[src/rtl/countdown_timer6.sv]
// Loadable, pausable down-counter with prescaler and one-cycle terminal-count pulse.
// Optional periodic mode: define COUNTDOWN_AUTO_RELOAD_EN to reload from the last loaded value at terminal count.
module countdown_timer6 #(
    parameter int WIDTH    = 6,
    parameter int PRESCALE = 1
) (
    input  logic             clock,
    input  logic             clr_n,
    input  logic             load,
    input  logic [WIDTH-1:0] load_val,
    input  logic             start,
    input  logic             stop,
    output logic [WIDTH-1:0] count,
    output logic             busy,
    output logic             done,
    output logic             zero
);

    // state | meaning
    // IDLE  | not counting; start launches a run (or pulses done if count is 0)
    // RUN   | prescaler advancing, count decrements every PRESCALE cycles
    // PAUSE | count and prescaler frozen until start
    localparam logic [1:0] IDLE  = 2'd0;
    localparam logic [1:0] RUN   = 2'd1;
    localparam logic [1:0] PAUSE = 2'd2;

    localparam int             PW         = (PRESCALE > 1) ? $clog2(PRESCALE) : 1;
    localparam logic [PW-1:0]  PRESC_LAST = PW'(PRESCALE - 1);

    logic [1:0]       state_q, state_d;
    logic [WIDTH-1:0] count_q, count_d;
    logic [WIDTH-1:0] reload_q, reload_d;
    logic [PW-1:0]    presc_q, presc_d;
    logic             busy_q, busy_d;
    logic             done_q, done_d;

    always_comb begin
        state_d  = state_q;
        count_d  = count_q;
        reload_d = reload_q;
        presc_d  = presc_q;
        done_d   = 1'b0;

        if (load) begin
            count_d  = load_val;
            reload_d = load_val;
            presc_d  = '0;
            state_d  = IDLE;
        end else if (stop) begin
            // The stop edge itself does not advance the prescaler or count.
            if (state_q == RUN) begin
                state_d = PAUSE;
            end
        end else begin
            case (state_q)
                IDLE: begin
                    if (start) begin
                        if (count_q != '0) begin
                            state_d = RUN;
                            presc_d = '0;
                        end else begin
                            done_d = 1'b1;
                        end
                    end
                end
                PAUSE: begin
                    if (start) begin
                        state_d = RUN;
                    end
                end
                RUN: begin
                    if (presc_q == PRESC_LAST) begin
                        presc_d = '0;
                        if (count_q <= WIDTH'(1)) begin
                            done_d = 1'b1;
`ifdef COUNTDOWN_AUTO_RELOAD_EN
                            if (reload_q != '0) begin
                                count_d = reload_q;
                            end else begin
                                count_d = '0;
                                state_d = IDLE;
                            end
`else
                            count_d = '0;
                            state_d = IDLE;
`endif
                        end else begin
                            count_d = count_q - WIDTH'(1);
                        end
                    end else begin
                        presc_d = presc_q + PW'(1);
                    end
                end
                default: begin
                    state_d = IDLE;
                end
            endcase
        end

        busy_d = (state_d == RUN);
    end

    always_ff @(posedge clock or negedge clr_n) begin
        if (!clr_n) begin
            state_q  <= IDLE;
            count_q  <= '0;
            reload_q <= '0;
            presc_q  <= '0;
            busy_q   <= 1'b0;
            done_q   <= 1'b0;
        end else begin
            state_q  <= state_d;
            count_q  <= count_d;
            reload_q <= reload_d;
            presc_q  <= presc_d;
            busy_q   <= busy_d;
            done_q   <= done_d;
        end
    end

    assign count = count_q;
    assign busy  = busy_q;
    assign done  = done_q;
    assign zero  = (count_q == '0);

endmodule
[config.mk]
export PLATFORM = sky130hd
export DESIGN_NAME = countdown_timer6
export DESIGN_NICKNAME = d
export VERILOG_FILES = /design/src/rtl/countdown_timer6.sv
export SDC_FILE = /design/constraint.sdc
export NUM_CORES = 1
export LEC_CHECK = 0
export BUFFER_PORTS_ARGS = -buffer_cell sky130_fd_sc_hd__buf_2
export CAP_MARGIN = 20
export CORE_UTILIZATION = 43
export CTS_BUF_LIST = sky130_fd_sc_hd__clkbuf_8 sky130_fd_sc_hd__clkbuf_16
export CTS_CLUSTER_DIAMETER = 200
export DETAILED_ROUTE_END_ITERATION = 6
export GPL_ROUTABILITY_DRIVEN = 0
export PLACE_DENSITY = 0.72
export RECOVER_POWER = 50
export SLEW_MARGIN = 30
export SYNTH_ARGS = -nofsm -noshare
export SYNTH_HDL_FRONTEND = slang
export SYNTH_SLANG_ARGS = --single-unit
[constraint.sdc]
create_clock -name clock -period 1.3 [get_ports clock]
set_input_delay 0.13 -clock clock [delete_from_list [all_inputs] [get_ports clock]]
set_output_delay 0.13 -clock clock [all_outputs]
set_load 0.05 [all_outputs]
; Word level (Yosys, flattened, before mapping)
; Cells that the tools add are included.
[op_classes]
add_sub_neg = 2
mul = 0
div = 0
n_lt_le_gt_ge = 1
n_eq_ne = 7
shifts = 0
n_mux = 27
bitwise_logic = 0
reduce_logical = 7
[ops]
columns = cell, n
row1 = two-way mux 6 bit, 5
row2 = two-way mux 2 bit, 8
row3 = two-way mux 1 bit, 11
row4 = less-or-equal comparator 6 x 1 -> 1 bit (second input constant), 1
row5 = zero test 6 bit, 1
row6 = inequality test 3 bit (second input constant), 2
row7 = case mux 2 bit (3 select lines), 1
row8 = nonzero test 6 bit, 1
row9 = subtractor 6 x 1 -> 6 bit (second input constant), 1
row10 = == test 2 x 1 -> 1 bit (second input constant), 2
row11 = inequality test 2 bit (second input constant), 2
row12 = case mux 1 bit (2 select lines), 2
row13 = AND reduction 4 bit, 1
row14 = AND reduction 3 bit, 1
row15 = nonzero test 3 bit, 1
row16 = == test 2 bit (second input constant), 1
row17 = zero test 2 bit, 1
row18 = nonzero test 2 bit, 1
row19 = adder 1 bit (second input constant), 1
[totals]
regBits = 11
latch_bits = 0
ram_bits = 0
romBits = 0
input_bits = 11
memories = 0

; Logic depth before layout (Yosys ltp)
; Gate-level depths: netlist of the first run.
[depth]
ltp_word = 7
ltp_mapped = 5

; Worst setup path after synthesis of the first run
; No wires, ideal clock.
[synth_timing]
path_kind = register to output
start = register count_q[5], in the netlist count[5]
end = output port zero
arrival_time_ns = 1.960
t_required_ns = 1.170
path_slack_ns = -0.790
path_stages_with_launch = 4
path_cell_list = dfrtp_1 > or4_4 > buf_6 > nor2_1
[synth_via]
elab_chain_cells = 1
[synth_lines]
columns = item, line_no
row1 = from (decl), 31  ; logic [WIDTH-1:0] count_q, count_d;
row2 = from (signal assigned), 113  ; count_q <= count_d;
row3 = zero test 6 bit, 124  ; assign zero = (count_q == '0);
row4 = to (decl), 16  ; output logic zero
; No other way between the ends.

; Worst setup path after layout of the first run
[layout_timing]
start = register count_q[4], in the netlist count[4]
end = output port zero
; Same word-level chain as after synthesis.

==> results.md, run 1 <==
* Status: complete, but fails checks
* Violated checks: setup timing
* Post-Layout Cell Count at 119
* R2R cell count at 4
* Hold path endpoint: count[5]$_DFFE_PN0P_
* Drt wl/cell at 14.4 µm
* Register area share after synthesis at 40.5%
* Max transition margin at 63.4%
* Reg2reg start: count[4]$_DFFE_PN0P_
* Top cells by area, synth: dfrtp_1, nor2_1, a31oi_1
* Crit Path Max Fanout at 2
* Final WL at 1720 µm
* Final period util at 122%
* Pin count of the biggest net entering global routing at 11
* Req. time, crit path at 1170 ps
* Worst-case vdd ir drop at 0.000798 V
* Max Freq at 631 MHz
* Synthesized flop and latch total at 10
* RSZ-0062 raised after global routing: true
* Synth cell types at 30
* Worst Skew at 4.55 ps
* Root Buffer: clkbuf_8
* MaxCap Viol Count at 0
* Clk sinks at 10
* # port buffers at 19
* Hold/Removal Path Class: in -> reg
* Final nets at 118
* Avg Inst Size Synth at 9.51 µm²
* Slowest CP cell: or4_4
* Final max-slew violation count at 0
* Startpoint types: flip-flop
* I/O Pins at 20
* DR DRC count at 0
* Synth top area share at 40.5%
* Htree depth at 1
* Total GRT Usage at 25.4%
* Final ANT Viol Nets at 0
* Crit-path max cell delay at 570 ps
* Die Footprint at 1590 µm²
* Skew-Pair Late Insertion Delay at 240 ps
* Core footprint at 1320 µm²
* Clock-pin slew on the worst setup and hold paths at 50 ps
* End of the worst register-to-register path: busy$_DFF_PN0_
* Fin. Hold Viols at 0
* Placed Instances at 113
* Dpl cell area at 877 µm²
* Post-place setup slack at -205 ps
* Initial antenna violation count at 0
* Initial Utilization at 46.9%
* Maximum buffer depth of the clock tree at 2
* DR vias/cell at 5.75
* CP Class: reg -> out
* CP cell instances: or4_4 > nor2_4 > buf_6
* Vias in the first global route at 584
* Layout Cell Area excl Fill at 972 µm²
* FP Rows at 13
* Worst Path Arrival at 1450 ps
* Post-synthesis net count at 78
* DP Wirelength at 1230 µm
* Power Dens Cells at 1120 nW/µm²
* Share of layout cells above drive strength 1 at 54.8%
* Setup violations, final at 8
* Synthesized area at 618 µm²
* Worst Hold Launch: load_val[5]
* Layout area overhead at 57.3%
* Yosys warns at 0
* Diodes inserted at 0
* Filler cells at 99
* Iteration-0 DRC Markers at 10
* Synth area leader: dfrtp_1
* Hold Path Cell Cnt at 3
* Router iterations before antenna repair at 4
* Final Worst Setup Slack at -284 ps
* Grt ovf at 0
* Cell leakage power at 0.439 nW
* Tmin final at 1580 ps
* Die Y-Extent at 39.9 µm
* Synth Instances at 65
* Via count at 684
* TritonCTS clock tree: yes
* Global-route wire length before repair at 2560 µm
* Reg-to-reg slack, setup at -270 ps
* Nature of the critical path endpoint: primary output
* Measured slew at the worst slew-check pin at 549 ps
* Die width at 39.9 µm
* CTS buffer count at 3
-- power breakdown --
group | internal [mW] | leakage (nW) | switching [mW]
sequential | 0.338 | 0.119 | 0.0155
clock | 0.267 | 0.0288 | 0.137
combinational | 0.127 | 0.291 | 0.208
total | 0.733 | 0.439 | 0.361
-- critical path, delay by kind of cell, from the launching register on --
kind | cells | cell delay (ps)
buffers and inverters | 1 | 160
flip-flops | 1 | 390
AND/OR/NAND/NOR | 2 | 670
-- cells by family after synthesis --
kind of cell    share of synthesized area, %
fa+ha+maj                               4.05
buf+inv                                 6.88
simple gates                            26.3
flops                                   40.5
compound gates                          22.3
-- state kept, by name (all words and copies together), names as in the netlist --
register / cells
done: 1
busy: 1
count: 6
state_q: 2
-- cells in the mapped netlist --
cell / n
nor2_1: 8
buf_2: 1
nand3_1: 3
nand4_1: 3
o21ai_0: 1
nand4b_1: 1
nor3b_1: 1
dfrtp_1: 10
o221a_2: 1
o2111ai_1: 1
a21oi_1: 2
a2bb2oi_1: 1
ha_1: 2
inv_1: 6
nor3_1: 2
nor3b_4: 1
a311o_1: 2
nand2_1: 3
or4_4: 1
o31ai_2: 1
clkinv_1: 1
nor4_1: 1
o211ai_2: 1
buf_6: 1
or4_1: 1
o41ai_1: 1
o211ai_1: 2
nor4b_1: 1
or3b_1: 1
a31oi_1: 4
-- area by class of cell --
type	instances	area (µm²)	share of cell area, %
clock buffer	4	55.1	5.66
inverter	7	26.3	2.70
multi-input combinational	46	374	38.5
tap	15	18.8	1.93
sequential	10	256	26.4
timing repair buffer	37	241	24.8
-- layer usage --
layer  wire length (µm)  up-vias  global-route usage [%]
li1                   -      329                       -
met1                733      327                    31.6
met2                884       22                    40.7
met3                 64        6                    5.11
met4                 34        0                    12.9
met5                  0        -                       0
-- worst max-delay path by stage --
stage                               startpoint    to  slack [ps]  depth (start not counted)
after global placement    count[2]$_DFFE_PN0P_  zero        -190                          3
after global routing      count[4]$_DFFE_PN0P_  zero        -320                          3
final                     count[4]$_DFFE_PN0P_  zero        -280                          3
after CTS                 count[4]$_DFFE_PN0P_  zero        -290                          3
after detailed placement  count[2]$_DFFE_PN0P_  zero        -210                          3
after floorplan           count[2]$_DFFE_PN0P_  zero        -320                          3
-- timing repair --
action                     4_1_cts  5_1_grt
buffers inserted                 1        0
gates resized for setup          2        4
setup endpoints to repair        8       10
hold buffers                     1        0
hold endpoints to repair        10        0
pin swaps                        1        2
-- through the flow --
step	power, mW	hold slack, ps	utilization [%]	setup TNS (ps)
2_1_floorplan	0.556	-166	-	-2220
3_3_place_gp	0.672	-0.602	66.6	-958
3_5_place_dp	0.679	2.33	66.6	-1090
4_1_cts	1.08	110	72.6	-1860
5_1_grt	1.13	133	73.8	-2190
6_report	1.09	104	73.8	-1820
-- cell usage in the layout (no fill, tap or decap), types with 2 or more instances in the layout --
cell,n
nand3_1,3
buf_2,17
buf_6,2
a311o_1,2
clkbuf_8,4
nand2_1,3
nand4_1,3
o211ai_1,2
a21oi_1,2
inv_2,2
dfrtp_1,5
dfrtp_2,5
nor2_1,6
buf_4,16
a31oi_1,4
inv_1,4
Note: power is estimated with default switching activity, not from simulation.
==> inputs of run 2 (changes only) <==
--- a/config.mk
+++ b/config.mk
@@ -7,12 +7,12 @@
 export LEC_CHECK = 0
 export BUFFER_PORTS_ARGS = -buffer_cell sky130_fd_sc_hd__buf_2
 export CAP_MARGIN = 20
-export CORE_UTILIZATION = 43
+export CORE_UTILIZATION = 47
 export CTS_BUF_LIST = sky130_fd_sc_hd__clkbuf_8 sky130_fd_sc_hd__clkbuf_16
 export CTS_CLUSTER_DIAMETER = 200
 export DETAILED_ROUTE_END_ITERATION = 6
 export GPL_ROUTABILITY_DRIVEN = 0
-export PLACE_DENSITY = 0.72
+export PLACE_DENSITY = 0.75
 export RECOVER_POWER = 50
 export SLEW_MARGIN = 30
 export SYNTH_ARGS = -nofsm -noshare
==> constraint.sdc (replaced) <==
create_clock -name clock -period 1.9 [get_ports clock]
set_input_delay 0.19 -clock clock [delete_from_list [all_inputs] [get_ports clock]]
set_output_delay 0.19 -clock clock [all_outputs]
set_load 0.05 [all_outputs]
==> results.md, run 2 (same netlist as run 1, synthesis figures left out) <==
* Diodes inserted at 0
* Status: finished, final reports clean
* Sequential share of power at 37.0%
* Core footprint at 1170 µm²
* Htree depth at 1
* Sw Ratio at 32.7%
* Req. time, crit path at 1710 ps
* Die Y-Extent at 38.3 µm
* I/O Pins at 20
* Post-place setup slack at 337 ps
* Fin. Hold Viols at 0
* End of the worst register-to-register path: busy$_DFF_PN0_
* Worst-case vdd ir drop at 0.000631 V
* Tmin final at 1830 ps
* Pint at 0.459 mW
* Skew-Pair Late Insertion Delay at 240 ps
* Switching power at 0.223 mW
* Iteration-0 DRC Markers at 35
* Initial antenna violation count at 0
* TritonCTS clock tree: yes
* Router iterations before antenna repair at 4
* Worst Path Arrival at 1640 ps
* Hold Path Cell Cnt at 3
* Vias in the first global route at 553
* Most frequent cells in the layout: buf_2, dfrtp_1, nor2_1
* Worst Skew at 3.79 ps
* Final period util at 96.1%
* RSZ-0062 raised after global routing: false
* FP Rows at 12
* Measured slew at the worst slew-check pin at 587 ps
* Clock-pin slew on the worst setup and hold paths at 50 ps
* Setup violations, final at 0
* Power Dens Cells at 872 nW/µm²
* # port buffers at 19
* Startpoint types: flip-flop
* Setup TNS at 0 ps
* Comb power frac at 23.5%
* Tot Pwr at 0.682 mW
* Grt ovf at 0
* Clock share of power at 39.4%
* Cell leakage power at 0.348 nW
* Reg2reg start: count[5]$_DFFE_PN0P_
* Worst Setup EP: zero
* Hold/Removal Path Class: in -> reg
* CP startpoint: count[5]$_DFFE_PN0P_
* Final nets at 101
* Via count at 623
* Clk sinks at 10
* Nature of the critical path endpoint: primary output
* CTS buffer count at 3
* Final max-slew violation count at 0
* DR vias/cell at 6.17
* MaxCap Viol Count at 0
* Root Buffer: clkbuf_8
* Max Freq at 548 MHz
* Initial Utilization at 52.8%
* # Post-CTS Setup Buffers at 0
* Pin count of the biggest net entering global routing at 11
* Final core utilization at 66.8%
* DR DRC count at 0
* Global-route wire length before repair at 2480 µm
* Share of layout cells above drive strength 1 at 28.7%
* Post_cts resized at 0
* Maximum buffer depth of the clock tree at 2
* Final WL at 1490 µm
* Reg-to-reg slack, setup at 350 ps
* Layout area overhead at 26.5%
* DP Wirelength at 973 µm
* R2R cell count at 3
* CP Class: reg -> out
* Final Worst Setup Slack at 74.8 ps
* Max reg flops at 6
* Die width at 38.3 µm
* Final ANT Viol Nets at 0
* Max transition margin at 61.0%
* Drt wl/cell at 14.7 µm
* Commonest non-fill, non-tap cell in the layout: buf_2
* Crit Path Max Fanout at 8
* Die Footprint at 1460 µm²
* Total GRT Usage at 24.6%
## run 2: layout make-up
type                            count  area, µm²
Tap cell                           14       17.5
Sequential cell                    10        250
Fill cell                          99        389
Multi-Input combinational cell     46        333
Inverter                            7       26.3
Timing Repair Buffer               20        100
Clock buffer                        4       55.1
## run 2: critical path, cell delays in order (launching register included)
cell,delay [ps]
dfrtp_1,410
or4_4,630
nor2_4,100
buf_2,260
## run 2: worst min path at each step
stage / startpoint / endpoint
2_1_floorplan: clr_n / busy$_DFF_PN0_
3_3_place_gp: clr_n / count[4]$_DFFE_PN0P_
3_5_place_dp: clr_n / count[4]$_DFFE_PN0P_
4_1_cts: load_val[5] / count[5]$_DFFE_PN0P_
5_1_grt: load_val[5] / count[5]$_DFFE_PN0P_
6_report: load_val[5] / count[5]$_DFFE_PN0P_
## run 2: power groups by stage
| stage | logic, mW | clock network [mW] | registers [mW] |
|---|---|---|---|
| global placement | 0.156 | 0 | 0.254 |
| finish | 0.161 | 0.269 | 0.253 |
| global route | 0.173 | 0.276 | 0.256 |
| floorplan | 0.0679 | 0 | 0.300 |
| detailed placement | 0.157 | 0 | 0.255 |
| CTS | 0.162 | 0.268 | 0.252 |
## run 2: what timing repair did
| item | 4_1_cts | 5_1_grt |
|---|---|---|
| hold buffers | 1 | 0 |
| hold endpoints to repair | 10 | 0 |
| endpoints found under the setup margin | 0 | 0 |
## run 2: stage by stage
step	hold WS (ps)	cells	cell area (µm²)
3_5_place_dp	62.9	96	722
3_3_place_gp	62.6	96	722
2_1_floorplan	-106	65	626
6_report	155	101	782
4_1_cts	161	101	787
5_1_grt	164	101	782
## run 2: layer usage
| layer | vias up | wire (µm) | GRT usage (%) |
|---|---|---|---|
| li1 | 296 | - | - |
| met1 | 281 | 638 | 34.9 |
| met2 | 42 | 700 | 39.4 |
| met3 | 4 | 120 | 3.49 |
| met4 | 0 | 29 | 5.36 |
| met5 | - | 0 | 0 |
==> inputs of run 3 (changes only) <==
--- a/config.mk
+++ b/config.mk
@@ -5,6 +5,7 @@
 export SDC_FILE = /design/constraint.sdc
 export NUM_CORES = 1
 export LEC_CHECK = 0
+export ABC_AREA = 1
 export BUFFER_PORTS_ARGS = -buffer_cell sky130_fd_sc_hd__buf_2
 export CAP_MARGIN = 20
 export CORE_UTILIZATION = 47
@@ -13,7 +14,7 @@
 export DETAILED_ROUTE_END_ITERATION = 6
 export GPL_ROUTABILITY_DRIVEN = 0
 export PLACE_DENSITY = 0.75
-export RECOVER_POWER = 50
+export SKIP_CTS_REPAIR_TIMING = 1
 export SLEW_MARGIN = 30
 export SYNTH_ARGS = -nofsm -noshare
 export SYNTH_HDL_FRONTEND = slang
==> results.md, run 3 <==
* Main synth FF type: dfrtp_1
* Req. time, crit path at 1710 ps
* Most numerous cell in the Yosys netlist: nand2_1
* Yosys warns at 0
* Simple-Gate Fraction of Synth Area at 32.6%
* Startpoint types: flip-flop
* Root Buffer: clkbuf_8
* Setup violations, final at 0
* Initial antenna violation count at 0
* Synth area leader: dfrtp_1
* Dpl cell area at 733 µm²
* Synth Instances at 75
* Share of layout cells above drive strength 1 at 31.6%
* MaxCap Viol Count at 0
* Initial Utilization at 53.7%
* Max transition margin at 79.8%
* Synth cell types at 25
* # port buffers at 19
* Layout Cell Area excl Fill at 798 µm²
* Worst-case vdd ir drop at 0.000649 V
* Die Footprint at 1490 µm²
* Area of the multi-input gates at 329 µm²
* I/O Pins at 20
* Htree depth at 1
* CP Class: reg -> out
* Post-synthesis net count at 88
* Main combinational cell family by area after synthesis: simple AND/OR/NAND/NOR gates
* Max reg flops at 6
* Drt wl/cell at 11.7 µm
* Mux cell area share after synthesis at 0%
* Tot Pwr at 0.771 mW
* FP Rows at 12
* DP Wirelength at 975 µm
* Filler cells at 101
* Avg Inst Size Synth at 8.39 µm²
* Skew-Pair Late Insertion Delay at 230 ps
* Clk sinks at 10
* Top cells by area, synth: dfrtp_1, nand2_1, inv_1
* Max Freq at 581 MHz
* Synthesized flop and latch total at 10
* Crit-path max cell delay at 400 ps
* Tmin final at 1720 ps
* Synth top cells by count: nand2_1, dfrtp_1, inv_1, nand3_1, nor2_1
* CTS buffer count at 3
* Cell leakage power at 0.406 nW
* Die width at 38.6 µm
* Maximum buffer depth of the clock tree at 2
* Synth top area share at 39.8%
* Measured slew at the worst slew-check pin at 303 ps
* Synthesized area at 629 µm²
* Power Dens Cells at 966 nW/µm²
* Crit Path Max Fanout at 4
* FFs w/ async S/R, synth at 100%
* Clock-pin slew on the worst setup and hold paths at 50 ps
* CP cell instances: inv_1 > ha_1 > nand2_1 > nor3_4 > buf_2
* Final ANT Viol Nets at 0
* Layout area overhead at 26.8%
* XOR/XNOR share of the synthesized area at 4.17%
* EDFF count, synth at 0
* Die Y-Extent at 38.6 µm
* DR DRC count at 0
* Grt ovf at 0
* Register area share after synthesis at 39.8%
* Fin. Hold Viols at 0
* Final WL at 1310 µm
* Total GRT Usage at 22.2%
* Hold/Removal Path Class: in -> reg
* DR vias/cell at 4.98
* WP buf/inv at 2
* Global-route wire length before repair at 2200 µm
* Final nets at 112
* Iteration-0 DRC Markers at 4
* Final period util at 90.6%
* Router iterations before antenna repair at 3
* Top delay family on crit path: flip-flops
* Slowest CP cell: dfrtp_1
* Vias in the first global route at 493
* Diodes inserted at 0
* Status: finished, final reports clean
* Storage cell area at 250 µm²
* Setup TNS at 0 ps
* Final max-slew violation count at 0
* RSZ-0062 raised after global routing: false
* Synth Area in Compound Gates at 10.5%
* Core footprint at 1170 µm²
* Worst Skew at 0.701 ps
* Post-synthesis adder-cell area fraction at 3.98%
* TritonCTS clock tree: yes
* Via count at 558
* Worst Path Arrival at 1530 ps
* Pin count of the biggest net entering global routing at 11
* Nature of the critical path endpoint: primary output
* Most frequent cells in the layout: buf_2, nand2_1, inv_1, dfrtp_1, nand3_1
* Commonest non-fill, non-tap cell in the layout: buf_2
[run 3: stage by stage]
| step | std cells | utilization (%) | setup WS [ps] | hold WS (ps) |
|---|---|---|---|---|
| 2_1_floorplan | 75 | - | 81.1 | -106 |
| 6_report | 112 | 68.2 | 178 | 169 |
| 5_1_grt | 112 | 68.2 | 60.0 | 179 |
| 3_5_place_dp | 107 | 62.6 | 427 | 63.1 |
| 4_1_cts | 111 | 67.3 | 168 | -190 |
| 3_3_place_gp | 107 | 62.6 | 463 | 61.6 |
[run 3: per-layer routing]
layer	track usage, %	vias to the layer above	share of wire (%)
met2	30.8	14	43
li1	-	303	-
met4	10.3	0	0.76
met3	5.20	2	4.4
met5	0	-	0
met1	32.1	239	52
[run 3: cell type report]
cell class                 count  share of cell area (%)
timing repair buffer          20                    13.2
multi-input combinational     53                    41.2
tap                           14                    2.19
sequential                    10                    31.3
inverter                      11                    5.17
clock buffer                   4                    6.90
[run 3: cell families (layout without fill, tap and decap cells)]
family                     count (synthesis)  in the layout
DFF                                       10             10
and+or+nand+nor                           38             38
adders and majority gates                  2              2
xor gates and xnor gates                   3              3
AOI/OAI and AO/OA                         10             10
buffers and inverters                     12             35
[run 3: worst reg2reg max path: stages, from the launching register on]
cell,delay [ps]
dfrtp_1,400
inv_1,100
ha_1,230
inv_1,50
nand2_1,70
nand3_2,110
nand2_1,90
nand2_1,60
nand2_1,50
nand2_1,40
nand2_1,80
nor2_1,40
[run 3: power by group]
part	internal (mW)	total, mW	switching (mW)
sequential	0.237	0.271	0.0341
combinational	0.0694	0.233	0.164
clock	0.182	0.267	0.0847
[run 3: path summary, 6_finish.rpt]
check                      cells after the start              endpoint                 start  slack, ps
setup / recovery                               5                  zero  count[0]$_DFFE_PN0P_        180
hold / removal                                 3  count[5]$_DFFE_PN0P_           load_val[5]        170
setup reg to reg                              11        busy$_DFF_PN0_  count[0]$_DFFE_PN0P_        450
hold reg to reg                                1  count[0]$_DFFE_PN0P_  count[0]$_DFFE_PN0P_        510
max in group asynchronous                      2  state_q[0]$_DFF_PN0_                 clr_n       1370
min in group asynchronous                      2  count[4]$_DFFE_PN0P_                 clr_n        340
